`config.mk`:
```
export PLATFORM = sky130hd
export DESIGN_NAME = dram_cmd_scheduler
export DESIGN_NICKNAME = d
export VERILOG_FILES = /design/src/rtl/mem_sched_pkg.sv /design/src/rtl/address_parser.sv /design/src/rtl/bank_state_table.sv /design/src/rtl/dram_cmd_scheduler.sv
export SDC_FILE = /design/constraint.sdc
export NUM_CORES = 1
export LEC_CHECK = 0
export CAP_MARGIN = 20
export CORE_AREA = 10 10 427 429
export DETAILED_ROUTE_END_ITERATION = 8
export DIE_AREA = 0 0 437 439
export GPL_ROUTABILITY_DRIVEN = 1
export PLACE_DENSITY = 0.49
export SLEW_MARGIN = 30
export SYNTH_ARGS = -nofsm -noshare
export SYNTH_HDL_FRONTEND = slang
export SYNTH_SLANG_ARGS = --single-unit
```
`constraint.sdc`:
```
create_clock -name clk_in -period 2.9 [get_ports clk_in]
set_clock_uncertainty 0.15 [all_clocks]
set_input_delay 0.58 -clock clk_in [delete_from_list [all_inputs] [get_ports clk_in]]
set_output_delay 0.58 -clock clk_in [all_outputs]
set_load 0.05 [all_outputs]
```
`src/rtl/mem_sched_pkg.sv`:
```
// Shared types for the DRAM command scheduler: command encoding, scheduler FSM states
// and the latched request record.
package mem_sched_pkg;

  localparam int REQ_ADDR_W = 64;
  localparam int LINE_WORDS = 8;
  localparam int WORD_W     = 64;

  typedef logic [LINE_WORDS-1:0][WORD_W-1:0] line_t;

  typedef enum logic [2:0] {
    CMD_READ      = 3'd0,
    CMD_WRITE     = 3'd1,
    CMD_ACTIVATE  = 3'd2,
    CMD_PRECHARGE = 3'd3
  } cmd_e;

  typedef enum logic [3:0] {
    S_IDLE,
    S_PRE,
    S_WAIT_PRE,
    S_ACT,
    S_WAIT_ACT,
    S_COL,
    S_GAP,
    S_CPRE,
    S_CWAIT
  } state_e;

  typedef struct packed {
    logic [REQ_ADDR_W-1:0] addr;
    logic                  write;
    line_t                 data;
  } req_t;

  // States in which a command strobe is presented to command_sender.
  function automatic logic is_strobe(input state_e s);
    return (s == S_PRE) || (s == S_ACT) || (s == S_COL) || (s == S_CPRE);
  endfunction

endpackage

```
`src/rtl/address_parser.sv`:
```
// Physical address split into DRAM coordinates; fields from low to high are
// line offset [2:0], column, bank, bank group, row.
module address_parser #(
  parameter int PADDR_BITS = 64,
  parameter int COL_BITS   = 4,
  parameter int BANK_BITS  = 2,
  parameter int GROUP_BITS = 1,
  parameter int ROW_BITS   = 8
) (
  input  logic [PADDR_BITS-1:0] addr,
  output logic [COL_BITS-1:0]   col,
  output logic [BANK_BITS-1:0]  bank,
  output logic [GROUP_BITS-1:0] group,
  output logic [ROW_BITS-1:0]   row
);

  localparam int COL_LSB   = 3;
  localparam int BANK_LSB  = COL_LSB + COL_BITS;
  localparam int GROUP_LSB = BANK_LSB + BANK_BITS;
  localparam int ROW_LSB   = GROUP_LSB + GROUP_BITS;
  localparam int ADDR_TOP  = ROW_LSB + ROW_BITS;

  assign col   = addr[BANK_LSB-1:COL_LSB];
  assign bank  = addr[GROUP_LSB-1:BANK_LSB];
  assign group = addr[ROW_LSB-1:GROUP_LSB];
  assign row   = addr[ADDR_TOP-1:ROW_LSB];

  // Offset and bits above the row do not select anything in the DRAM.
  logic unused_bits;
  assign unused_bits = ^{addr[COL_LSB-1:0], addr[PADDR_BITS-1:ADDR_TOP]};

endmodule

```
`src/rtl/bank_state_table.sv`:
```
// Per-bank open flag and open row. Combinational lookup, registered set/clear update.
module bank_state_table #(
  parameter int BANK_GROUPS     = 2,
  parameter int BANKS_PER_GROUP = 4,
  parameter int ROW_BITS        = 8,
  localparam int BG_W = $clog2(BANK_GROUPS),
  localparam int BA_W = $clog2(BANKS_PER_GROUP)
) (
  input  logic                clk,
  input  logic                rst_n,
  input  logic [BG_W-1:0]     lookup_bg,
  input  logic [BA_W-1:0]     lookup_ba,
  input  logic [ROW_BITS-1:0] lookup_row,
  output logic                hit,
  output logic                open,
  input  logic                set_en,
  input  logic                clr_en,
  input  logic [BG_W-1:0]     upd_bg,
  input  logic [BA_W-1:0]     upd_ba,
  input  logic [ROW_BITS-1:0] upd_row
);

  localparam int NB    = BANK_GROUPS * BANKS_PER_GROUP;
  localparam int IDX_W = $clog2(NB);

  logic [NB-1:0]       open_q;
  logic [ROW_BITS-1:0] row_q [NB];
  logic [IDX_W-1:0]    lk_idx;
  logic [IDX_W-1:0]    upd_idx;

  function automatic logic [IDX_W-1:0] bank_idx(input logic [BG_W-1:0] bg,
                                                input logic [BA_W-1:0] ba);
    return IDX_W'(int'(bg) * BANKS_PER_GROUP + int'(ba));
  endfunction

  assign lk_idx  = bank_idx(lookup_bg, lookup_ba);
  assign upd_idx = bank_idx(upd_bg, upd_ba);
  assign open    = open_q[lk_idx];
  assign hit     = open_q[lk_idx] && (row_q[lk_idx] == lookup_row);

  always_ff @(posedge clk or negedge rst_n) begin
    if (!rst_n) begin
      open_q <= '0;
      for (int i = 0; i < NB; i++) row_q[i] <= '0;
    end else if (set_en) begin
      open_q[upd_idx] <= 1'b1;
      row_q[upd_idx]  <= upd_row;
    end else if (clr_en) begin
      open_q[upd_idx] <= 1'b0;
    end
  end

endmodule

```
`src/rtl/dram_cmd_scheduler.sv`:
```
// One-request-at-a-time DDR command sequencer (PRECHARGE/ACTIVATE/READ/WRITE) feeding command_sender.
// Define DRAM_SCHED_CLOSED_PAGE_EN to precharge the bank after every access (closed-page policy).
module dram_cmd_scheduler
  import mem_sched_pkg::*;
#(
  parameter int CAS_LATENCY        = 22,
  parameter int ACTIVATION_LATENCY = 8,
  parameter int PRECHARGE_LATENCY  = 5,
  parameter int BANK_GROUPS        = 2,
  parameter int BANKS_PER_GROUP    = 4,
  parameter int ROW_BITS           = 8,
  parameter int COL_BITS           = 4,
  parameter int PADDR_BITS         = 64
) (
  input  logic                               clk_in,
  input  logic                               rst_N_in,
  input  logic                               req_valid_in,
  output logic                               req_ready_out,
  input  logic [PADDR_BITS-1:0]              req_addr_in,
  input  logic                               req_write_in,
  input  line_t                              req_data_in,
  output logic                               cmd_valid_out,
  output logic [2:0]                         cmd_out,
  output logic [$clog2(BANK_GROUPS)-1:0]     bank_group_out,
  output logic [$clog2(BANKS_PER_GROUP)-1:0] bank_out,
  output logic [ROW_BITS-1:0]                row_out,
  output logic [COL_BITS-1:0]                col_out,
  output line_t                              val_out,
  output logic                               row_hit_out
);

  localparam int BG_W      = $clog2(BANK_GROUPS);
  localparam int BA_W      = $clog2(BANKS_PER_GROUP);
  localparam int CNT_W     = $clog2(CAS_LATENCY + 9);
  localparam int READ_GAP  = CAS_LATENCY + 8;
  localparam int WRITE_GAP = 8;

`ifdef DRAM_SCHED_CLOSED_PAGE_EN
  localparam bit CLOSED_PAGE = 1'b1;
`else
  localparam bit CLOSED_PAGE = 1'b0;
`endif

  state_e              state_q, state_d, done_state;
  logic [CNT_W-1:0]    cnt_q, cnt_load;
  req_t                req_q;
  logic                idle, accept, strobe_d, cur_write, page_hit;
  logic [PADDR_BITS-1:0] parse_addr;
  logic [COL_BITS-1:0] dec_col;
  logic [BA_W-1:0]     dec_ba;
  logic [BG_W-1:0]     dec_bg;
  logic [ROW_BITS-1:0] dec_row;
  logic                lk_hit, lk_open, tbl_set, tbl_clr;
  cmd_e                cmd_q, cmd_d;
  logic                cmd_valid_q, row_hit_q;
  logic [BG_W-1:0]     bg_q;
  logic [BA_W-1:0]     ba_q;
  logic [ROW_BITS-1:0] row_q;
  logic [COL_BITS-1:0] col_q;

  function automatic logic [CNT_W-1:0] lat_load(input int lat);
    return CNT_W'(lat - 1);
  endfunction

  assign idle       = (state_q == S_IDLE);
  assign accept     = idle && req_valid_in;
  assign done_state = CLOSED_PAGE ? S_CPRE : S_IDLE;
  assign page_hit   = lk_hit && !CLOSED_PAGE;
  // While idle the incoming request is decoded for classification; afterwards the latched one.
  assign parse_addr = idle ? req_addr_in : PADDR_BITS'(req_q.addr);
  assign cur_write  = idle ? req_write_in : req_q.write;
  assign strobe_d   = is_strobe(state_d);

  address_parser #(
    .PADDR_BITS(PADDR_BITS),
    .COL_BITS  (COL_BITS),
    .BANK_BITS (BA_W),
    .GROUP_BITS(BG_W),
    .ROW_BITS  (ROW_BITS)
  ) u_address_parser (
    .addr (parse_addr),
    .col  (dec_col),
    .bank (dec_ba),
    .group(dec_bg),
    .row  (dec_row)
  );

  assign tbl_set = (state_q == S_ACT);
  assign tbl_clr = (state_q == S_PRE) || (state_q == S_CPRE);

  bank_state_table #(
    .BANK_GROUPS    (BANK_GROUPS),
    .BANKS_PER_GROUP(BANKS_PER_GROUP),
    .ROW_BITS       (ROW_BITS)
  ) u_bank_state_table (
    .clk       (clk_in),
    .rst_n     (rst_N_in),
    .lookup_bg (dec_bg),
    .lookup_ba (dec_ba),
    .lookup_row(dec_row),
    .hit       (lk_hit),
    .open      (lk_open),
    .set_en    (tbl_set),
    .clr_en    (tbl_clr),
    .upd_bg    (dec_bg),
    .upd_ba    (dec_ba),
    .upd_row   (dec_row)
  );

  always_ff @(posedge clk_in or negedge rst_N_in) begin
    if (!rst_N_in) state_q <= S_IDLE;
    else           state_q <= state_d;
  end

  // The counter is loaded on entry to a strobe state, so it already counts during the strobe cycle.
  always_comb begin
    state_d = state_q;
    unique case (state_q)
      S_IDLE: begin
        if (req_valid_in) begin
          if (page_hit)     state_d = S_COL;
          else if (lk_open) state_d = S_PRE;
          else              state_d = S_ACT;
        end
      end
      S_PRE:      state_d = (cnt_q == '0) ? S_ACT : S_WAIT_PRE;
      S_WAIT_PRE: if (cnt_q == '0) state_d = S_ACT;
      S_ACT:      state_d = (cnt_q == '0) ? S_COL : S_WAIT_ACT;
      S_WAIT_ACT: if (cnt_q == '0) state_d = S_COL;
      S_COL:      state_d = (cnt_q == '0) ? done_state : S_GAP;
      S_GAP:      if (cnt_q == '0) state_d = done_state;
      S_CPRE:     state_d = (cnt_q == '0) ? S_IDLE : S_CWAIT;
      S_CWAIT:    if (cnt_q == '0) state_d = S_IDLE;
      default:    state_d = S_IDLE;
    endcase
  end

  always_comb begin
    cmd_d    = CMD_READ;
    cnt_load = '0;
    unique case (state_d)
      S_PRE, S_CPRE: begin
        cmd_d    = CMD_PRECHARGE;
        cnt_load = lat_load(PRECHARGE_LATENCY);
      end
      S_ACT: begin
        cmd_d    = CMD_ACTIVATE;
        cnt_load = lat_load(ACTIVATION_LATENCY);
      end
      S_COL: begin
        cmd_d    = cur_write ? CMD_WRITE : CMD_READ;
        cnt_load = cur_write ? lat_load(WRITE_GAP) : lat_load(READ_GAP);
      end
      default: ;
    endcase
  end

  always_ff @(posedge clk_in or negedge rst_N_in) begin
    if (!rst_N_in) begin
      cnt_q       <= '0;
      cmd_valid_q <= 1'b0;
      row_hit_q   <= 1'b0;
      cmd_q       <= CMD_READ;
      bg_q        <= '0;
      ba_q        <= '0;
      row_q       <= '0;
      col_q       <= '0;
    end else begin
      cmd_valid_q <= strobe_d;
      row_hit_q   <= idle && (state_d == S_COL);
      if (strobe_d) begin
        cnt_q <= cnt_load;
        cmd_q <= cmd_d;
        bg_q  <= dec_bg;
        ba_q  <= dec_ba;
        row_q <= dec_row;
        col_q <= dec_col;
      end else if (cnt_q != '0) begin
        cnt_q <= cnt_q - 1'b1;
      end
    end
  end

  always_ff @(posedge clk_in or negedge rst_N_in) begin
    if (!rst_N_in) begin
      req_q <= '0;
    end else if (accept) begin
      req_q.addr  <= REQ_ADDR_W'(req_addr_in);
      req_q.write <= req_write_in;
      req_q.data  <= req_data_in;
    end
  end

  assign req_ready_out  = idle;
  assign cmd_valid_out  = cmd_valid_q;
  assign cmd_out        = cmd_q;
  assign bank_group_out = bg_q;
  assign bank_out       = ba_q;
  assign row_out        = row_q;
  assign col_out        = col_q;
  assign val_out        = req_q.data;
  assign row_hit_out    = row_hit_q;

endmodule

```
Word level (Yosys, flattened, before mapping)
Index checks and enable logic that the tools add are counted.
{"block": "classes", "n_addsub": 2, "mul": 0, "div": 0, "magnitude_cmp": 4, "eq_ne": 13, "n_shift": 0, "n_mux": 31, "n_bitwise": 4, "reduce_logical": 16}
{"operator": "$bwmux 64", "count": 1}
{"operator": "$mux 8", "count": 5}
{"operator": "$pmux 4 s8", "count": 1}
{"operator": "$bmux 8 s3", "count": 1}
{"operator": "$demux 8 s3", "count": 1}
{"operator": "$eq 4x3->1 const B", "count": 6}
{"operator": "$mux 4", "count": 5}
{"operator": "$mux 18", "count": 1}
{"operator": "$mux 5", "count": 3}
{"operator": "$pmux 5 s3", "count": 1}
{"operator": "$eq 4x2->1 const B", "count": 3}
{"operator": "$and 8x8->8", "count": 1}
{"operator": "$eq 4x1->1 const B", "count": 2}
{"operator": "$eq 8x8->1", "count": 1}
{"operator": "$not 8->8", "count": 1}
{"operator": "$or 8x8->8", "count": 1}
{"operator": "$mux 1", "count": 6}
{"operator": "$mux 3", "count": 2}
{"operator": "$pmux 2 s3", "count": 1}
{"operator": "$logic_and 1x1->1", "count": 5}
{"operator": "$logic_not 5->1", "count": 1}
{"operator": "$reduce_bool 5->1", "count": 1}
{"operator": "$sub 5x1->5 const B", "count": 1}
{"operator": "$eq 4x4->1 const B", "count": 1}
{"operator": "13 further kinds", "count": 18}
{"block": "word_totals", "register_bits": 632, "latchBits": 0, "ram_bits": 0, "mem_bits_ro": 0, "in_bits": 580, "output_inout_bits": 533, "word_cells": 98, "memories": 0}

Depth between registers and ports, before layout
Gate-level depths: netlist of run 1.
{"block": "depth", "ltp_word": 17, "ltp_mapped": 12, "depth_no_buf": 10}

Cells and area by module
From an unflattened synthesis of run 1, not the netlist that was laid out.
{"block": "hier_totals", "hier_cells": 3358, "area_unflattened_um2": 30949.7}
{"module": "dram_cmd_scheduler", "instances": 1, "cells_per_inst": 3127, "area_each_um2": 27447.6, "seq_area_each_um2": 15139.5}
{"module": "bank_state_table", "instances": 1, "cells_per_inst": 216, "area_each_um2": 3389.5, "seq_area_each_um2": 1801.7}
{"module": "address_parser", "instances": 1, "cells_per_inst": 15, "area_each_um2": 112.6, "seq_area_each_um2": 0.0}

Worst setup path before layout of run 1
OpenSTA, ideal clock, no wires.
{"block": "synth_timing", "path_type": "reg2reg", "from": "register state_q[0]", "to": "register cmd_q[0], in the netlist cmd_out[0]", "setup_time_ns": 0.126, "arrival_time_ns": 2.943, "path_slack_ns": -0.319, "stages_incl_launch_ff": 13, "path_buffers": 3, "synth_period_minus_slack_ns": 3.219, "cell_sequence": "dfrtp_1 > or4_1 > buf_6 > inv_2 > buf_2 > buf_2 > nand3_1 > a32oi_1 > xor2_1 > nand4_1 > o41ai_4 > nor3_1 > a221o_1"}
{"block": "synth_via", "elab_chain_len": 16}
{"element": "start: declaration", "line_no": "dram_cmd_scheduler.sv:44", "rtl": "state_e state_q, state_d, done_state;"}
{"element": "start signal: assignment", "line_no": "dram_cmd_scheduler.sv:112", "rtl": "else state_q <= state_d;"}
{"element": "$logic_not 4->1 *", "line_no": "dram_cmd_scheduler.sv:65", "rtl": "assign idle = (state_q == S_IDLE);"}
{"element": "net req_ready_out", "line_no": "dram_cmd_scheduler.sv:18", "rtl": "output logic req_ready_out,"}
{"element": "$mux 18", "line_no": "dram_cmd_scheduler.sv:70", "rtl": "assign parse_addr = idle ? req_addr_in : PADDR_BITS'(req_q.addr);"}
{"element": "$add 3x2->3", "line_no": "bank_state_table.sv:33", "rtl": "return IDX_W'(int'(bg) * BANKS_PER_GROUP + int'(ba));"}
{"element": "$not 3->4 (not written as such)", "line_no": "bank_state_table.sv:39", "rtl": "assign hit = open_q[lk_idx] && (row_q[lk_idx] == lookup_row);"}
{"element": "$bmux 8 s3", "line_no": "bank_state_table.sv:39"}
{"element": "$mux 8 (not written as such) (2 in a row)", "line_no": "bank_state_table.sv:39"}
{"element": "$eq 8x8->1", "line_no": "bank_state_table.sv:39"}
{"element": "$logic_and 1x1->1", "line_no": "bank_state_table.sv:39"}
{"element": "$mux 3", "line_no": "dram_cmd_scheduler.sv:121", "rtl": "if (page_hit) state_d = S_COL;"}
{"element": "$mux 4", "line_no": "dram_cmd_scheduler.sv:120", "rtl": "if (req_valid_in) begin"}
{"element": "$pmux 4 s8 *", "line_no": "dram_cmd_scheduler.sv:118", "rtl": "unique case (state_q)"}
{"element": "net state_d[2]", "line_no": "dram_cmd_scheduler.sv:44"}
{"element": "parallel branches: the longest is 4 deep, another holds $eq 4x1->1"}
{"element": "end signal: assignment", "line_no": "dram_cmd_scheduler.sv:173", "rtl": "cmd_q <= cmd_d;"}
{"element": "end: declaration", "line_no": "dram_cmd_scheduler.sv:54", "rtl": "cmd_e cmd_q, cmd_d;"}
Mark *: on every way through the listed nets, which the timed path passes. The select of a mux whose other input is x is not followed.
A chain may end at the register's enable or synchronous reset.

Final worst setup path of run 1
{"block": "layout_timing", "from": "register state_q[1]", "to": "register cmd_q[0], in the netlist cmd_out[0]"}
{"block": "layout_via", "elab_chain_len": 16}
{"element": "$logic_not 4->1", "line_no": "dram_cmd_scheduler.sv:65, dram_cmd_scheduler.sv:118"}
{"element": "$mux 18", "line_no": "dram_cmd_scheduler.sv:70"}
{"element": "$add 3x2->3", "line_no": "bank_state_table.sv:33"}
{"element": "$not 3->4 (not written as such)", "line_no": "bank_state_table.sv:39"}
{"element": "$bmux 8 s3", "line_no": "bank_state_table.sv:39"}
{"element": "$mux 8 (not written as such) (2 in a row)", "line_no": "bank_state_table.sv:39"}
{"element": "$eq 8x8->1", "line_no": "bank_state_table.sv:39"}
{"element": "$logic_and 1x1->1", "line_no": "bank_state_table.sv:39"}
{"element": "$mux 3", "line_no": "dram_cmd_scheduler.sv:121"}
{"element": "$mux 4", "line_no": "dram_cmd_scheduler.sv:120"}
{"element": "$pmux 4 s8 *", "line_no": "dram_cmd_scheduler.sv:118"}
{"element": "net state_d[2]", "line_no": "dram_cmd_scheduler.sv:44"}
{"element": "parallel branches: the longest is 4 deep, another holds $eq 4x1->1"}
Marked as above.

==> results of run 1 <==
-- registers in the layout, summed over array words and instances (netlist names), named ones only --
register	cells
val_out	512
u_bank_state_table.row_q	64
req_q	16
row_out	8
cnt_q	5
col_out	4
state_q	4
bank_out	2
cmd_out	2
bank_group_out	1
cmd_valid_out	1
row_hit_out	1
-- worst max-delay path by stage --
stage	start	end	slack (ns)
3_3_place_gp	req_addr_in[7]	cnt_q[3]	-0.96
6_report	state_q[1]	cmd_out[0]	-0.49
5_1_grt	state_q[1]	cmd_out[0]	-0.58
4_1_cts	state_q[2]	row_hit_out	-0.46
3_5_place_dp	req_addr_in[7]	cnt_q[3]	-0.92
2_1_floorplan	state_q[1]	cmd_out[0]	-0.17
-- worst max-delay path: cells and delay by family (launching register included) --
| family | cells | cell delay [ns] |
|---|---|---|
| compound gates | 4 | 1.04 |
| buf+inv | 3 | 0.50 |
| flops | 1 | 0.37 |
| mux | 1 | 0.20 |
| simple gates | 3 | 1.01 |
-- layout by cell type (no fill, tap or decap), types with 20 or more instances in the layout --
| cell | instances |
|---|---|
| clkdlybuf4s50_1 | 1020 |
| nand2_1 | 1662 |
| a21oi_1 | 37 |
| clkbuf_16 | 84 |
| diode_2 | 23 |
| nor2_1 | 53 |
| buf_4 | 156 |
| clkbuf_8 | 20 |
| buf_12 | 25 |
| o21ai_0 | 61 |
| dfrtp_1 | 628 |
| mux2i_1 | 20 |
-- repair_timing --
action	CTS	global route
endpoints found under the hold margin	58	0
hold buffers	1	0
resized for setup	32	37
cloned	2	1
pin swaps	9	12
setup endpoints to repair	257	33
buffers inserted	9	5
-- power by group through the flow --
stage               combinational (W)  clock, W  sequential [W]
floorplan                      0.0236         0          0.0147
global placement               0.0316         0          0.0151
detailed placement             0.0317         0          0.0151
CTS                            0.0324    0.0111          0.0151
global route                   0.0344    0.0115          0.0155
finish                         0.0324    0.0107          0.0151
-- per-layer routing --
layer	GRT usage, %	wire (µm)	up-vias
met3	6.06	12500	212
met2	22.2	66700	733
li1	-	-	10938
met1	14.4	50300	11126
met4	5.24	4410	8
met5	0	33	-
-- metrics by stage --
stage          std cells  total power [W]
3_3_place_gp        6143           0.0467
5_1_grt             6324           0.0614
6_report            6326           0.0581
4_1_cts             6297           0.0586
2_1_floorplan       3276           0.0383
3_5_place_dp        6143           0.0469
-- kinds of logic after synthesis --
family	synth area share, %
xor gates and xnor gates	0.215
muxes	1.68
AOI/OAI and AO/OA	3.47
buffers and inverters	15.8
other	0.0132
adders and majority gates	0.0439
and+or+nand+nor	23.6
DFF	55.2
-- final cells by class --
cell class,count,area [µm²],area share [%]
diodes,23,57.6,0.136
well taps,2325,2910,6.87
clock buffers,115,2400,5.66
inverters,12,47.5,0.112
clock inverters,27,425,1.00
repair buffers,1224,12200,28.9
multi-input cells,1972,8540,20.2
flip-flops and latches,628,15700,37.1
==> metrics.md, run 1 <==
| Metric | Value |
|---|---|
| Final period utilization | `117%` |
| Nets@finish | `around 4500` |
| DR pass1 iterations | `5` |
| Setup TNS | `-2.85 ns` |
| Fillcell total | `about 19000` |
| Synth Net Count | `just under 4000` |
| Synth Cell Area | `between 20000 and 30000 µm²` |
| Dpl hpwl | `roughly 100000 µm` |
| Startpoint types | `flip-flop` |
| Cell accounting for the most synthesized area | `dfrtp_1` |
| Final setup margin | `-0.487 ns` |
| Post-route ant nets | `0` |
| Synth top cells by count | `nand2_1, dfrtp_1, buf_4` |
| Count of final setup violators | `9` |
| Reg2Reg Setup Slack | `-0.49 ns` |
| GRT overflow | `0` |
| Hold Crit Class | `input port to async pin` |
| Worst slew margin | `a little under 50%` |
| CTS tree | `yes` |
| CTS Buf Count | `82` |
| Reg2reg start | `state_q[1]` |
| Sequential Power Share | `25.9%` |
| Number of flops mapped to enable cells by yosys | `0` |
| Final Core Density | `between 20% and 30%` |
| Yosys reg bits | `628` |
| Port Buffers | `1062` |
| Pre-CTS setup slack | `-0.919 ns` |
| Peak supply drop | `between 0.7 and 0.8 mV` |
| Max Slew Vio Count | `0` |
| Slowest-stage cell, CP | `or4_4` |
| Syn avg cell area | `8.69 µm²` |
| CP Capture Type | `flip-flop` |
| Clock power frac | `around 18%` |
| Critical path arrival | `between 3 and 4 ns` |
| Core ar. | `about 170000 µm²` |
| Wire per inst | `around 21 µm` |
| Vias per cell | `~3.6` |
| Delay of the slowest critical-path stage | `around 0.63 ns` |
| Max FO, Critical Path | `10` |
| Run status | `finished with violations` |
| Clock tree buffer depth | `3` |
| Root Buffer | `clkbuf_16` |
| Synth Instances | `roughly 3300` |
| Die width | `approximately 440 µm` |
| R2R depth | `11` |
| Final instance area | `42300 µm²` |
| Largest net degree at the start of global routing | `143` |
| DRC viols | `0` |
| Worst reg2reg endpoint | `cmd_out[0]` |
| Die area | `192000 µm²` |
| Initial antenna violation count | `47` |
| Clock Latency Late Sink | `around 0.7 ns` |
| Starting density of the core | `16.4%` |
| Final-report hold violation count | `0` |
| Ys flop type | `dfrtp_1` |
| Max-cap violations | `0` |
| Power Density | `~1400 nW/µm²` |
| Max Fclk | `between 200 and 300 MHz` |
| Worst hold slack | `0.187 ns` |
| Total net switching power | `~0.029 W` |
| Vias | `~23000` |
| Row count | `between 150 and 200` |
| RSZ-0062 raised after global routing | `true` |
| First-pass GRT wire length | `around 180000 µm` |
| Fraction of registers with async set/reset | `100%` |
| Yosys top cell area share | `a little under three fifths` |
| Minimum clock period | `3.39 ns` |
| Sequential area share after synthesis | `between 50% and 60%` |
| Switch share | `~49%` |
| Cell chain of the critical path | `or4_4 -> buf_12 -> buf_4 -> mux2i_4 -> buf_6 -> a21boi_1 -> a211oi_2 -> nand4_1 -> o41ai_4 -> nor3_2 -> a221o_1` |
| DP Area | `roughly 39000 µm²` |
| Clk sinks | `around 630` |
| Crit path kind | `flip-flop to flip-flop` |
| Count leader, synth | `nand2_1` |
| Int Power | `0.0294 W` |
| Failing checks | `setup timing` |
| Syn. warnings | `0` |
| Logic gate share of total power | `a little under three fifths` |
| GPL Wtd Cong | `roughly 0.86` |
| Die Span Y | `439 µm` |
| Vias in the first global route | `roughly 24000` |
| Worst EP required | `between 3 and 4 ns` |
| Initial drt markers | `around 1100` |
| Area growth from synthesis to layout | `48.7%` |
| Largest cells by area after synthesis | `dfrtp_1, nand2_1, buf_4` |
| Total track usage | `between 10% and 20%` |
| Share of layout cells above drive strength 1 | `9.80%` |
| Worst-Margin Slew | `just under 0.8 ns` |
| Leak | `approximately 20 nW` |
| Post-synthesis cell type count | `58` |
| Ports | `1113` |
| # H-tree levels | `3` |
| Routed Wire Length | `~130000 µm` |
| Reg clk slew, reported paths | `0.06 ns` |
No activity file was read; power rests on OpenSTA's default activity.
==> inputs of run 2 (changes only) <==
- CORE_AREA: 10 10 427 429 -> 4 4 434 436
- DIE_AREA: 0 0 437 439 -> 0 0 438 440
- PLACE_DENSITY: 0.49 -> 0.47
==> run 2 against run 1 <==
The run still ends with setup timing left; non-clock buffer count decreased by 4; first-iteration DRC count up 21%; worst hold slack improved by 0.070 ns; global-route usage down 0.28 points; cell count grew 2.2%; largest cell class unchanged; sequential cell count unchanged; fmax fell by 0.41%; design area decreased by 0.27%; count of clock-buffer cells in the layout is 6 lower; setup slack got worse by 0.014 ns; register-to-register slack about the same.
==> metrics.md, run 2 (synthesized netlist as in run 1, its figures left out) <==
| Metric | Value |
|---|---|
| Run status | `finished with violations` |
| Failing checks | `setup timing` |
| CTS Buf Count | `just over 80` |
| Slowest-stage cell, CP | `or4_4` |
| # H-tree levels | `3` |
| DR pass1 iterations | `5` |
| Root Buffer | `clkbuf_16` |
| Placed cell count | `about 6300` |
| Worst hold slack | `~0.26 ns` |
| Clock Latency Late Sink | `approximately 0.7 ns` |
| Vias per cell | `between 3 and 4` |
| Cell chain of the critical path | `or4_4 -> buf_6 -> o21ai_4 -> buf_6 -> mux2_4 -> o22ai_4 -> a221oi_4 -> xnor2_2 -> o41ai_4 -> nor3_2 -> a221o_1` |
| Die Span Y | `between 400 and 500 µm` |
| Wire per inst | `between 20 and 25 µm` |
| Power Density | `approximately 1400 nW/µm²` |
| Final period utilization | `117%` |
| Post-route ant nets | `0` |
| Worst-Margin Slew | `0.780 ns` |
| Max reg flops | `about 500` |
| Startpoint types | `flip-flop` |
| Top cell by count, worst path | `buf_6` |
| Area growth from synthesis to layout | `48.3%` |
| Largest net degree at the start of global routing | `133` |
| Clk sinks | `628` |
| Initial antenna violation count | `36` |
| Worst slew margin | `a little under half` |
| Clock tree buffer depth | `3` |
| Starting density of the core | `between 15 and 20%` |
| Delay of the slowest critical-path stage | `0.62 ns` |
| Routed Wire Length | `approximately 130000 µm` |
| Hold Crit Class | `input port to flip-flop` |
| Final setup margin | `-0.501 ns` |
| Reg clk slew, reported paths | `roughly 0.060 ns` |
| DRC viols | `0` |
| Count of final setup violators | `9` |
| Finished Layout Cells | `between 6000 and 7000` |
| Max FO, Critical Path | `6` |
| Setup TNS | `-3.53 ns` |
| Commonest non-fill, non-tap cell in the layout | `nand2_1` |
| Initial drt markers | `roughly 1400` |
| Critical path arrival | `between 3 and 4 ns` |
| Vias in the first global route | `23304` |
| Crit path kind | `flip-flop to flip-flop` |
| Port Buffers | `~1100` |
| Worst path bufs/invs | `2` |
| Total track usage | `12.9%` |
| Nets@finish | `approximately 4500` |
| Worst EP required | `~3.3 ns` |
| Minimum clock period | `3.40 ns` |
| Die width | `438 µm` |
| Max Fclk | `between 200 and 300 MHz` |
| GRT overflow | `0` |
| Dpl hpwl | `about 100000 µm` |
| Max Slew Vio Count | `0` |
| Final-report hold violation count | `0` |
| Die area | `193000 µm²` |
| Ports | `~1100` |
| Vias | `about 23000` |
| CTS tree | `yes` |
| CP top delay family | `compound AO/OA/AOI/OAI gates` |
| Row count | `~160` |
| Commonest non-fill, non-tap cells in the layout | `nand2_1, clkdlybuf4s50_1, dfrtp_1` |
| GPL Wtd Cong | `about 0.87` |
| RSZ-0062 raised after global routing | `true` |
| First-pass GRT wire length | `179000 µm` |
| Max-cap violations | `0` |
| Core ar. | `between 150000 and 200000 µm²` |
| Leak | `roughly 20 nW` |
| Share of layout cells above drive strength 1 | `a little over 9%` |
| CP Capture Type | `flip-flop` |
| Peak supply drop | `around 0.8 mV` |
-- run 2: cell count changes in the layout (fill, tap and decap cells not counted), moves of 5 or more --
| cell | previous run | this run |
|---|---|---|
| buf_4 | 156 | 164 |
| buf_12 | 25 | 16 |
| clkbuf_8 | 20 | 15 |
| bufinv_16 | 5 | 13 |
| mux2i_1 | 20 | 25 |
| diode_2 | 23 | 15 |
| buf_6 | 11 | 6 |
-- run 2: area by class of cell --
class	instances	area, µm²
fillers	20266	142000
repair buffers	1220	12100
clock inverters	32	556
inverters	12	47.5
well taps	2480	3100
clock buffers	109	2320
multi-input cells	1972	8390
flip-flops and latches	628	15700
diodes	15	37.5
-- run 2: layer usage --
metal,global-route usage (%),vias up,wire (µm)
met1,15.4,11167,52800
met2,21.1,717,62400
met5,0,-,13
li1,-,10913,-
met4,5.16,2,5020
met3,4.52,185,10100
-- run 2: worst reg2reg max path, delay by kind of cell, from the launching register on --
family                    cells  cell delay [ns]
and+or+nand+nor               2             0.70
xor gates and xnor gates      1             0.19
buffers and inverters         2             0.36
muxes                         1             0.32
DFF                           1             0.37
AOI/OAI and AO/OA             5             1.19
-- run 2: stage by stage --
step                instance area (µm²)  power, W  worst slack (ns)  utilization (%)
floorplan                         28500    0.0383            -0.172                -
global placement                  39100    0.0468            -0.949             21.2
detailed placement                39100    0.0469            -0.962             21.2
CTS                               42100    0.0587            -0.536             22.8
global route                      42200    0.0611            -0.605             22.9
finish                            42200    0.0579            -0.501             22.9
-- run 2: power by group --
group	switching [W]	leakage [nW]	internal [W]
Combinational	0.0216	10.4	0.0101
Sequential	0.00241	7.91	0.0127
Clock	0.00423	1.41	0.00679
-- run 2: path summary, 6_finish.rpt --
kind,to,depth (start not counted),slack (ns),startpoint
worst max register to register,cmd_out[0],11,-0.50,state_q[1]
worst min register to register,val_out[428],2,0.32,val_out[428]
worst min-delay path,val_out[189],3,0.26,req_data_in[189]
min in group asynchronous,val_out[45],2,0.29,rst_N_in
max in group asynchronous,val_out[431],4,1.22,rst_N_in
worst max-delay path,cmd_out[0],11,-0.50,state_q[1]
-- run 2: what timing repair did --
item                                    4_1_cts  5_1_grt
gates cloned                                  0        2
hold buffers                                  1        0
resized for setup                            21       13
hold endpoints to repair                     15        0
buffers inserted                              5        1
endpoints found under the setup margin      149      132
pin swaps                                     9        6
